==> src/rtl/spi_xfer_sequencer.sv <==
// spi_xfer_sequencer
//   Byte-stream front end for spi_master. Host bytes are queued in a TX FIFO
//   and each one is issued as a single spi_master transaction (one-cycle
//   m_start pulse). Every received byte is collected into an RX FIFO.
//
// Ports
//   clk, reset           system clock, synchronous active-high reset
//   enable               launch permission; an in-flight transfer always completes
//   cpol, cpha, clk_div  SPI configuration, latched at each launch
//   tx_wdata/wvalid      host write into the TX FIFO
//   tx_wready            TX FIFO not full
//   rx_rdata/rvalid      RX FIFO head (first-word fall-through, 0 while empty)
//   rx_rready            host pop of the RX head
//   tx_level, rx_level   FIFO occupancies
//   err_timeout/err_clr  sticky "spi_master never went busy" flag and its clear
//   m_*                  connection to spi_master
module spi_xfer_sequencer #(
    parameter int DEPTH = 8,
    parameter int AW    = $clog2(DEPTH)
) (
    input  logic          clk,
    input  logic          reset,
    input  logic          enable,
    input  logic          cpol,
    input  logic          cpha,
    input  logic [1:0]    clk_div,
    input  logic [7:0]    tx_wdata,
    input  logic          tx_wvalid,
    output logic          tx_wready,
    output logic [7:0]    rx_rdata,
    output logic          rx_rvalid,
    input  logic          rx_rready,
    output logic [AW:0]   tx_level,
    output logic [AW:0]   rx_level,
    output logic          err_timeout,
    input  logic          err_clr,
    output logic          m_start,
    output logic [7:0]    m_tx_data,
    output logic          m_cpol,
    output logic          m_cpha,
    output logic [1:0]    m_clk_div,
    input  logic [7:0]    m_rx_data,
    input  logic          m_rx_valid,
    input  logic          m_busy
);

    localparam logic [AW:0] FULL = (AW+1)'(DEPTH);

    typedef enum logic [2:0] {
        S_IDLE,
        S_LAUNCH,
        S_WAIT_BUSY,
        S_WAIT_DATA,
        S_WAIT_IDLE
    } state_t;

    state_t        r_state;
    logic [2:0]    r_timer;
    logic          r_m_start;
    logic [7:0]    r_m_tx_data;
    logic          r_m_cpol;
    logic          r_m_cpha;
    logic [1:0]    r_m_clk_div;
    logic          r_err;

    logic [7:0]    r_tx_mem [DEPTH];
    logic [AW-1:0] r_tx_wptr;
    logic [AW-1:0] r_tx_rptr;
    logic [AW:0]   r_tx_cnt;

    logic [7:0]    r_rx_mem [DEPTH];
    logic [AW-1:0] r_rx_wptr;
    logic [AW-1:0] r_rx_rptr;
    logic [AW:0]   r_rx_cnt;

    logic          w_tx_push;
    logic          w_launch;
    logic          w_rx_push;
    logic          w_rx_pop;

    assign w_tx_push = tx_wvalid && (r_tx_cnt != FULL);
    // Launch pops the TX head; gating on RX room guarantees the RX FIFO
    // always has space for the byte this transaction will return.
    assign w_launch  = (r_state == S_IDLE) && enable && (r_tx_cnt != '0)
                       && (r_rx_cnt != FULL) && !m_busy;
    assign w_rx_push = ((r_state == S_WAIT_BUSY) || (r_state == S_WAIT_DATA))
                       && m_rx_valid && (r_rx_cnt != FULL);
    assign w_rx_pop  = (r_rx_cnt != '0) && rx_rready;

    assign tx_wready   = (r_tx_cnt != FULL);
    assign tx_level    = r_tx_cnt;
    assign rx_level    = r_rx_cnt;
    assign rx_rvalid   = (r_rx_cnt != '0);
    assign rx_rdata    = (r_rx_cnt != '0) ? r_rx_mem[r_rx_rptr] : '0;
    assign err_timeout = r_err;
    assign m_start     = r_m_start;
    assign m_tx_data   = r_m_tx_data;
    assign m_cpol      = r_m_cpol;
    assign m_cpha      = r_m_cpha;
    assign m_clk_div   = r_m_clk_div;

    // FIFO storage is deliberately not reset.
    always_ff @(posedge clk) begin
        if (w_tx_push) r_tx_mem[r_tx_wptr] <= tx_wdata;
        if (w_rx_push) r_rx_mem[r_rx_wptr] <= m_rx_data;
    end

    always_ff @(posedge clk) begin
        if (reset) begin
            r_tx_wptr <= '0;
            r_tx_rptr <= '0;
            r_tx_cnt  <= '0;
            r_rx_wptr <= '0;
            r_rx_rptr <= '0;
            r_rx_cnt  <= '0;
        end else begin
            if (w_tx_push) r_tx_wptr <= r_tx_wptr + 1'b1;
            if (w_launch)  r_tx_rptr <= r_tx_rptr + 1'b1;
            case ({w_tx_push, w_launch})
                2'b10:   r_tx_cnt <= r_tx_cnt + 1'b1;
                2'b01:   r_tx_cnt <= r_tx_cnt - 1'b1;
                default: r_tx_cnt <= r_tx_cnt;
            endcase

            if (w_rx_push) r_rx_wptr <= r_rx_wptr + 1'b1;
            if (w_rx_pop)  r_rx_rptr <= r_rx_rptr + 1'b1;
            case ({w_rx_push, w_rx_pop})
                2'b10:   r_rx_cnt <= r_rx_cnt + 1'b1;
                2'b01:   r_rx_cnt <= r_rx_cnt - 1'b1;
                default: r_rx_cnt <= r_rx_cnt;
            endcase
        end
    end

    always_ff @(posedge clk) begin
        if (reset) begin
            r_state     <= S_IDLE;
            r_timer     <= '0;
            r_m_start   <= 1'b0;
            r_m_tx_data <= '0;
            r_m_cpol    <= 1'b0;
            r_m_cpha    <= 1'b0;
            r_m_clk_div <= '0;
            r_err       <= 1'b0;
        end else begin
            r_m_start <= 1'b0;
            // The timeout branch below assigns later, so a coincident
            // timeout overrides this clear.
            if (err_clr) r_err <= 1'b0;

            case (r_state)
                S_IDLE: begin
                    if (w_launch) begin
                        r_m_tx_data <= r_tx_mem[r_tx_rptr];
                        r_m_cpol    <= cpol;
                        r_m_cpha    <= cpha;
                        r_m_clk_div <= clk_div;
                        r_m_start   <= 1'b1;
                        r_state     <= S_LAUNCH;
                    end
                end
                S_LAUNCH: begin
                    r_timer <= '0;
                    r_state <= S_WAIT_BUSY;
                end
                S_WAIT_BUSY: begin
                    // A byte that arrives before busy is ever seen is still
                    // captured; the RX push itself happens in the FIFO block.
                    if (m_rx_valid) begin
                        r_state <= S_WAIT_IDLE;
                    end else if (m_busy) begin
                        r_state <= S_WAIT_DATA;
                    end else if (r_timer == 3'd7) begin
                        r_err   <= 1'b1;
                        r_state <= S_IDLE;
                    end else begin
                        r_timer <= r_timer + 1'b1;
                    end
                end
                S_WAIT_DATA: begin
                    if (m_rx_valid) r_state <= S_WAIT_IDLE;
                end
                S_WAIT_IDLE: begin
                    if (!m_busy) r_state <= S_IDLE;
                end
                default: r_state <= S_IDLE;
            endcase
        end
    end

endmodule

==> config.mk <==
export PLATFORM = sky130hd
export DESIGN_NAME = spi_xfer_sequencer
export DESIGN_NICKNAME = d
export VERILOG_FILES = /design/src/rtl/spi_xfer_sequencer.sv
export SDC_FILE = /design/constraint.sdc
export NUM_CORES = 1
export LEC_CHECK = 0
export CAP_MARGIN = 20
export CORE_UTILIZATION = 57
export DETAILED_ROUTE_END_ITERATION = 12
export PLACE_DENSITY = 0.79
export REMOVE_ABC_BUFFERS = 1
export SKIP_CTS_REPAIR_TIMING = 1
export SLEW_MARGIN = 20
export SYNTH_ARGS = -nofsm -noshare
export SYNTH_HDL_FRONTEND = slang
export SYNTH_SLANG_ARGS = --single-unit
==> constraint.sdc <==
create_clock -name clk -period 3.7 [get_ports clk]
set_clock_uncertainty 0.1 [all_clocks]
set_input_delay 0.37 -clock clk [delete_from_list [all_inputs] [get_ports clk]]
set_output_delay 0.37 -clock clk [all_outputs]
set_load 0.05 [all_outputs]
# After elaboration in Yosys (flattened, before gate mapping)
# Memory sizes are Yosys's and may differ from the RTL's. A register that Yosys moved wholly into a read port is not among the register bits.
# Index checks and enable logic that the tools add are counted.
# W data, S select, Z words.
# totals
register_bits,32
latchBits,0
ramBits,128
romBits,0
inputBits,28
mem_count,2
# op_classes
addsub,9
n_mul,0
n_div,0
order_cmp,0
n_eq_ne,18
n_shift,0
n_mux,26
n_bitwise,1
n_reduce_logical,20
# mem_list
memory,depth,width,read_ports,rd_clocked_by_memory_dff,write_ports,line,rtl
r_rx_mem,8,8,1,1,1,71,logic [7:0] r_rx_mem [DEPTH];
r_tx_mem,8,8,1,1,1,66,logic [7:0] r_tx_mem [DEPTH];
# op_table
operator,n
$mux W3,11
$pmux W4 S2,2
$add A3 B1 Y3 const B,5
$pmux W3 S5,1
$ne A2 B2 Y1 const B,6
$mux W1,10
$add A4 B1 Y4 const B,2
$logic_and A1 B1 Y1,8
$mux W8,1
$ne A4 B4 Y1 const B,2
$reduce_and A4 Y1,2
$reduce_bool A4 Y1,2
$sub A4 B1 Y4 const B,2
$eq A3 B2 Y1 const B,2
$eq A3 B3 Y1 const B,2
$pmux W3 S2,1
$reduce_bool A2 Y1,3
$eq A2 B1 Y1 const B,2
$eq A2 B2 Y1 const B,2
$ne A4 B3 Y1 const B,1
$eq A3 B1 Y1 const B,1
$logic_not A3 Y1,1
$reduce_and A2 Y1,1
$reduce_or A2 Y1,1
other kinds (3),3

# Longest topological paths before layout
# Gate-level depths: netlist (run 1).
# logic_depth
depth_word,7
ltp_mapped,11
mapped_depth_nobuf,10

# Worst setup path after synthesis (run 1)
# No wires, ideal clock.
# synth_timing
path_kind,reg-to-reg
start,register r_rx_cnt[0] (netlist: rx_level[0])
end,register r_rx_cnt[3] (netlist: rx_level[3])
t_arrival_ns,3.269
slack_ns,0.258
stages_incl_launch_ff,11
n_path_buf,1
period_less_slack_ns,3.442
path_cell_list,dfxtp_1 -> nor4_2 -> inv_1 -> and2_1 -> clkbuf_1 -> ha_1 -> ha_1 -> a21oi_1 -> a21oi_1 -> or4_1 -> a21oi_1
# synth_via
elab_chain_len,4
# synth_lines
item,line,rtl
from (decl),74,logic [AW:0] r_rx_cnt;
from (signal assigned),128,2'b10: r_rx_cnt <= r_rx_cnt + 1'b1;
from (signal assigned),129,2'b01: r_rx_cnt <= r_rx_cnt - 1'b1;
from (signal assigned),130,default: r_rx_cnt <= r_rx_cnt;
$reduce_bool A4 Y1 (*),--,
via rx_rvalid,31,"output logic rx_rvalid,"
$logic_and A1 B1 Y1 (*),88,assign w_rx_pop = (r_rx_cnt != '0) && rx_rready;
via w_rx_pop,79,logic w_rx_pop;
$eq A2 B1 Y1 / $eq A2 B2 Y1 (equally long branches),127,"case ({w_rx_push, w_rx_pop})"
$pmux W4 S2 / $reduce_bool A2 Y1 (equally long branches),--,
# Mark *: on every way through the listed nets, which the timed path passes. The rest lies on a longest branch.
# A chain may end at the register's enable or synchronous reset.

==> impl_metrics.json, run 1 <==
{
  "synthDominantCellAreaShare_pct": 55.4,
  "max_freq_mhz": 319,
  "min_path_type": "input pin to flop",
  "routed_wirelength_um": 13200,
  "overall_track_demand_over_capacity_in_global_routing_pct": 23.0,
  "clk-insertion-delay-late_ns": 0.42,
  "route.detailed.drc": 6,
  "finalHoldViolCount": 0,
  "worst-slew-pin-transition_ns": 0.966,
  "outcome": "finished, violations left",
  "dieArea_sq_mm": 0.0126,
  "pwr_density_cell_mw_per_mm2": 548,
  "yosys-top-cells-area": "edfxtp_1 (55%), dfxtp_1 (12%), mux4_2 (10%)",
  "violations": "DRC",
  "layout_min_cycle_time_ns": 3.14,
  "timing.critical_path.max_delay_family": "flip-flops",
  "netlist.top_cell.by_area": "edfxtp_1",
  "timing.setup.tns_ns": 0,
  "mostFrequentLayoutCell": "edfxtp_1",
  "asyncSetResetFlopFracSynth_pct": 0,
  "cap_violations": 0,
  "critical_path.slowest_cell": "dfxtp_1",
  "worstReg2RegEnd": "rx_level[3]",
  "report.final.slew_viol_count": 0,
  "synthToLayoutAreaGrowth_pct": 19.3,
  "final-setup-viol-count": 0,
  "postSynthAreaPerCell_sq_um": 16.3,
  "layout_cells_excl_fill": 655,
  "cts_root_buffer": "clkbuf_16",
  "element_type_at_the_critical_path_end": "output pin",
  "crit_path_max_incr_delay_ns": 0.85,
  "grt_overflow_total": 0,
  "ys.warnings.count": 0,
  "timing.critical_path.from_type": "flop",
  "crit_fanout": 16,
  "vias_per_cell": 5.90,
  "crit_path_end": "rx_rdata[2]",
  "path_class": "flop to output pin",
  "reg2reg_depth": 9,
  "cp_num_cells": 4,
  "drt-initial-drc-count": 234,
  "grt_antenna_before_repair": 0,
  "max-vdd-ir-drop_v": 0.000371,
  "yosys.cell_types.count": 47,
  "final.fill_count": 726,
  "critPathBufInv": 1,
  "ff2ff_setup_slack_ns": 0.86,
  "drt_first_pass_iters": 8,
  "yosys_most_used_dff": "edfxtp_1",
  "std_cell_rows": 39,
  "cts.clk_slew.worst_paths_ns": 0.06,
  "synth_edf_count": 128,
  "layout_common_cells": "edfxtp_1 (128), clkdlybuf4s50_1 (58), nor2_1 (49), dfxtp_1 (43), mux4_2 (32)",
  "diodes": 0,
  "unrepaired_setup_endpoints_after_global_routing": "false",
  "sequential_fraction_of_the_synthesis_area_pct": 67.8,
  "top_ports": 60,
  "die_h_um": 112,
  "grt_max_degree": 33,
  "nets": 541,
  "max_slew_margin_pct": 35.4,
  "worstPathArrival_ns": 2.67,
  "grt_first_pass_wirelength_um": 21200,
  "port-buffer-count": 59,
  "design.core.area_sq_mm": 0.0117,
  "cp.required_ns": 3.23,
  "h-tree-depth": 4,
  "numPlacedInstances": 624,
  "start_util_pct": 59.5,
  "postSynthRegisterBits": 171,
  "floorplan.die.width_um": 112,
  "syn_area_sq_mm": 0.00694,
  "cts.path.max_buffers": 2,
  "gp_routability_congestion": 0.773,
  "place.detailed.hpwl_um": 8320,
  "tritoncts": "yes",
  "final_layout_size_suffix_gt1_share_pct": 17.6,
  "wl_per_cell_um": 20.1,
  "first_global_vias": 4141,
  "min_period_over_period_pct": 84.8,
  "timing.critical_path.cells": "mux4_2 > mux2i_1 > nor2_1 > clkdlybuf4s50_1",
  "numClockSinks": 171,
  "syn-instance-count": 426,
  "antenna_left": 0,
  "routed-via-count": 3867,
  "cts_inserted_buffers": 17,
  "total_power_uw": 4540,
  "total_leakage_power_uw": 0.00269,
  "crit-reg2reg-launch": "rx_level[0]"
}
cell families (layout without fill, tap and decap cells):
family                     count (synthesis)  in the layout  share of synthesized area (%)
AOI/OAI and AO/OA                         30             30                           3.44
xor gates and xnor gates                  12             12                           1.51
adders and majority gates                 13             13                           2.45
buffers and inverters                     29            115                           1.93
DFF                                      171            171                           67.8
muxes                                     59             59                           14.3
and+or+nand+nor                          112            112                           8.58
sequential cells by signal, summed over array words and instances (netlist names), 2 cells and up, named ones only:
register / cells
r_rx_mem: 64
r_tx_wptr: 3
rx_level: 4
m_tx_data: 8
r_rx_wptr: 3
r_timer: 3
r_rx_rptr: 3
m_clk_div: 2
r_state: 3
tx_level: 4
r_tx_rptr: 3
r_tx_mem: 64
power by group:
part / total [uW] / switching, uW / internal [uW]
combinational: 685 / 403 / 282
clock: 1660 / 674 / 985
sequential: 2190 / 60.6 / 2130
area by class of cell:
type | instances | area (sq um) | share of cell area (%)
well taps | 143 | 179 | 2.16
flip-flops and latches | 171 | 4700 | 56.8
clock buffers | 23 | 448 | 5.41
multi-input cells | 226 | 2100 | 25.4
repair buffers | 78 | 728 | 8.80
inverters | 6 | 22.5 | 0.272
clock inverters | 8 | 96.3 | 1.16
per-stage QoR:
step	cell area [sq um]	util (%)	hold slack (ns)	setup slack [ns]
floorplan	6830	-	0.335	0.193
global placement	7730	66.3	0.365	0.782
detailed placement	7730	66.3	0.368	0.649
CTS	8280	71.0	0.361	0.515
global route	8280	71.0	0.388	0.432
finish	8280	71.0	0.362	0.564
cells in the mapped netlist, types with 2 or more instances:
library cell and number:
a211oi_2 8, mux4_2 32, nand2b_1 15, ha_1 12
and2_1 2, clkbuf_1 10, or4_1 2, xnor2_1 3
inv_1 6, nor2b_1 3, o21ai_0 3, buf_1 5
nand2_1 6, buf_2 5, nor3_1 10, nor4_1 3
xor2_1 9, nand3_1 6, buf_6 2, a21oi_1 11
nor4b_1 4, nor2_1 49, dfxtp_1 43, edfxtp_1 128
mux2i_1 27
worst min path at each step:
stage | from | to | slack (ns) | cells after the start
2_1_floorplan | reset | m_tx_data[0] | 0.33 | 1
3_3_place_gp | r_timer[1] | r_timer[1] | 0.36 | 2
3_5_place_dp | r_timer[2] | r_timer[2] | 0.37 | 2
4_1_cts | reset | tx_level[0] | 0.36 | 2
5_1_grt | reset | m_clk_div[1] | 0.39 | 2
6_report | reset | m_clk_div[1] | 0.36 | 2
layer usage:
layer | part of all wire (%) | track usage, %
met5 | 0 | 0
met4 | 1.9 | 10.3
met3 | 4.3 | 5.40
met2 | 52 | 39.3
met1 | 42 | 28.1
Power figures use the tool's default switching activity.
==> run 2, diff against run 1 <==
Clock period 3.7 ns to 3.2 ns, I/O delays scaled along.
==> run 2 against run 1 <==
  * The flow still finishes with violations (DRC)
  * Sequential share of layout area is 0.49 points lower
  * Cell count is 1.1% higher
  * Utilization is 0.61 points higher
  * Flip-flop and latch count stayed put
  * Global-route usage is 0.12 points higher
  * Routed wire length is 2.1% higher
  * Cell area is 0.86% higher
  * Largest power group unchanged
==> impl_metrics.json, run 2 (synthesized netlist as in run 1, its figures left out) <==
{
  "outcome": "finished, violations left",
  "violations": "DRC",
  "worstReg2RegEnd": "tx_level[2]",
  "route.detailed.drc": 6,
  "cts_inserted_buffers": 17,
  "drt-initial-drc-count": 306,
  "reg2reg_depth": 9,
  "max_freq_mhz": 338,
  "diodes": 0,
  "min_path_type": "input pin to flop",
  "grt_max_degree": 33,
  "cts.path.max_buffers": 2,
  "final-setup-viol-count": 0,
  "numPlacedInstances": 631,
  "start_util_pct": 59.5,
  "timing.critical_path.from_type": "flop",
  "cp.required_ns": 2.78,
  "grt_antenna_before_repair": 0,
  "antenna_left": 0,
  "place.detailed.hpwl_um": 8600,
  "finalHoldViolCount": 0,
  "timing.critical_path.max_delay_family": "buffers and inverters",
  "cp_num_cells": 5,
  "grt_overflow_total": 0,
  "post-route-cell-area_sq_mm": 0.00835,
  "top_ports": 60,
  "die_h_um": 112,
  "routed_wirelength_um": 13500,
  "critPathBufInv": 2,
  "unrepaired_setup_endpoints_after_global_routing": "false",
  "ff2ff_setup_slack_ns": 0.37,
  "layout_cells_excl_fill": 662,
  "h-tree-depth": 4,
  "final_layout_size_suffix_gt1_share_pct": 19.8,
  "cts.clk_slew.worst_paths_ns": 0.06,
  "vias_per_cell": 5.84,
  "tritoncts": "yes",
  "first_global_vias": 4002,
  "floorplan.die.width_um": 112,
  "mostFrequentLayoutCell": "edfxtp_1",
  "grt_first_pass_wirelength_um": 21100,
  "overall_track_demand_over_capacity_in_global_routing_pct": 23.1,
  "drt_first_pass_iters": 8,
  "critical_path.slowest_cell": "clkdlybuf4s50_1",
  "timing.critical_path.cells": "buf_4 > mux4_2 > mux2i_1 > nor2_1 > clkdlybuf4s50_1",
  "wl_per_cell_um": 20.3,
  "clk-insertion-delay-late_ns": 0.42,
  "post_dp_cell_area_sq_mm": 0.00779,
  "worstPathArrival_ns": 2.53,
  "crit_path_max_incr_delay_ns": 0.70,
  "max-vdd-ir-drop_v": 0.000507,
  "hold_end": "rx_level[1]",
  "hold_start": "reset",
  "max_slew_margin_pct": 38.1,
  "element_type_at_the_critical_path_end": "output pin",
  "total_leakage_power_uw": 0.00274,
  "worst-slew-pin-transition_ns": 0.928,
  "timing.setup.tns_ns": 0,
  "min_period_over_period_pct": 92.3,
  "dieArea_sq_mm": 0.0126,
  "routed-via-count": 3868,
  "crit_fanout": 16,
  "report.final.slew_viol_count": 0,
  "numClockSinks": 171,
  "total_power_uw": 5250,
  "design.core.area_sq_mm": 0.0117,
  "port-buffer-count": 59,
  "cap_violations": 0,
  "hold_depth": 2,
  "path_class": "flop to output pin",
  "gp_routability_congestion": 0.813,
  "layout_common_cells": "edfxtp_1 (128), clkdlybuf4s50_1 (58), nor2_1 (49), dfxtp_1 (43), mux4_2 (32)",
  "cts_root_buffer": "clkbuf_16",
  "hold-worst-slack_ns": 0.338,
  "pwr_density_cell_mw_per_mm2": 629,
  "layout_min_cycle_time_ns": 2.95,
  "synthToLayoutAreaGrowth_pct": 20.3,
  "crit-reg2reg-launch": "tx_level[0]",
  "nets": 548,
  "std_cell_rows": 39
}
==> run 2: worst max-delay path by stage <==
stage                start           to  slack [ns]
2_1_floorplan  tx_level[1]  tx_level[2]       -0.31
3_3_place_gp        m_busy  tx_level[3]        0.30
3_5_place_dp        m_busy  tx_level[3]        0.15
4_1_cts               flop  rx_rdata[0]        0.18
5_1_grt               flop  rx_rdata[0]        0.13
6_report              flop  rx_rdata[0]        0.25
==> run 2: final cells by class <==
class / instances / area [sq um]
well taps: 143 / 179
inverters: 6 / 22.5
clock buffers: 21 / 470
clock inverters: 10 / 92.6
repair buffers: 85 / 781
fillers: 704 / 3310
flip-flops and latches: 171 / 4700
multi-input cells: 226 / 2100
==> run 2: per-layer routing <==
metal	routed length [um]	vias up	track usage (%)	part of all wire (%)
li1	-	1799	-	-
met1	5250	1922	27.3	39
met2	7210	119	40.5	54
met3	633	28	4.81	4.7
met4	365	0	11.5	2.7
met5	0	-	0	0
==> run 2: worst reg2reg max path, delay by kind of cell, from the launching register on <==
family                     cells  cell delay, ns
adders and majority gates      2            0.48
DFF                            1            0.37
xor gates and xnor gates       2            0.36
AOI/OAI and AO/OA              2            0.17
and+or+nand+nor                3            1.30
==> run 2: metrics by stage <==
step | setup slack, ns | util, %
6_report | 0.245 | 71.6
5_1_grt | 0.132 | 71.6
4_1_cts | 0.184 | 71.6
3_5_place_dp | 0.148 | 66.8
3_3_place_gp | 0.298 | 66.8
2_1_floorplan | -0.307 | -
==> run 2: report_power, final <==
part	total [uW]	internal, uW	switching, uW	leakage [uW]
combinational	784	332	451	0.000968
sequential	2550	2460	87.9	0.00151
clock	1920	1130	791	0.000269
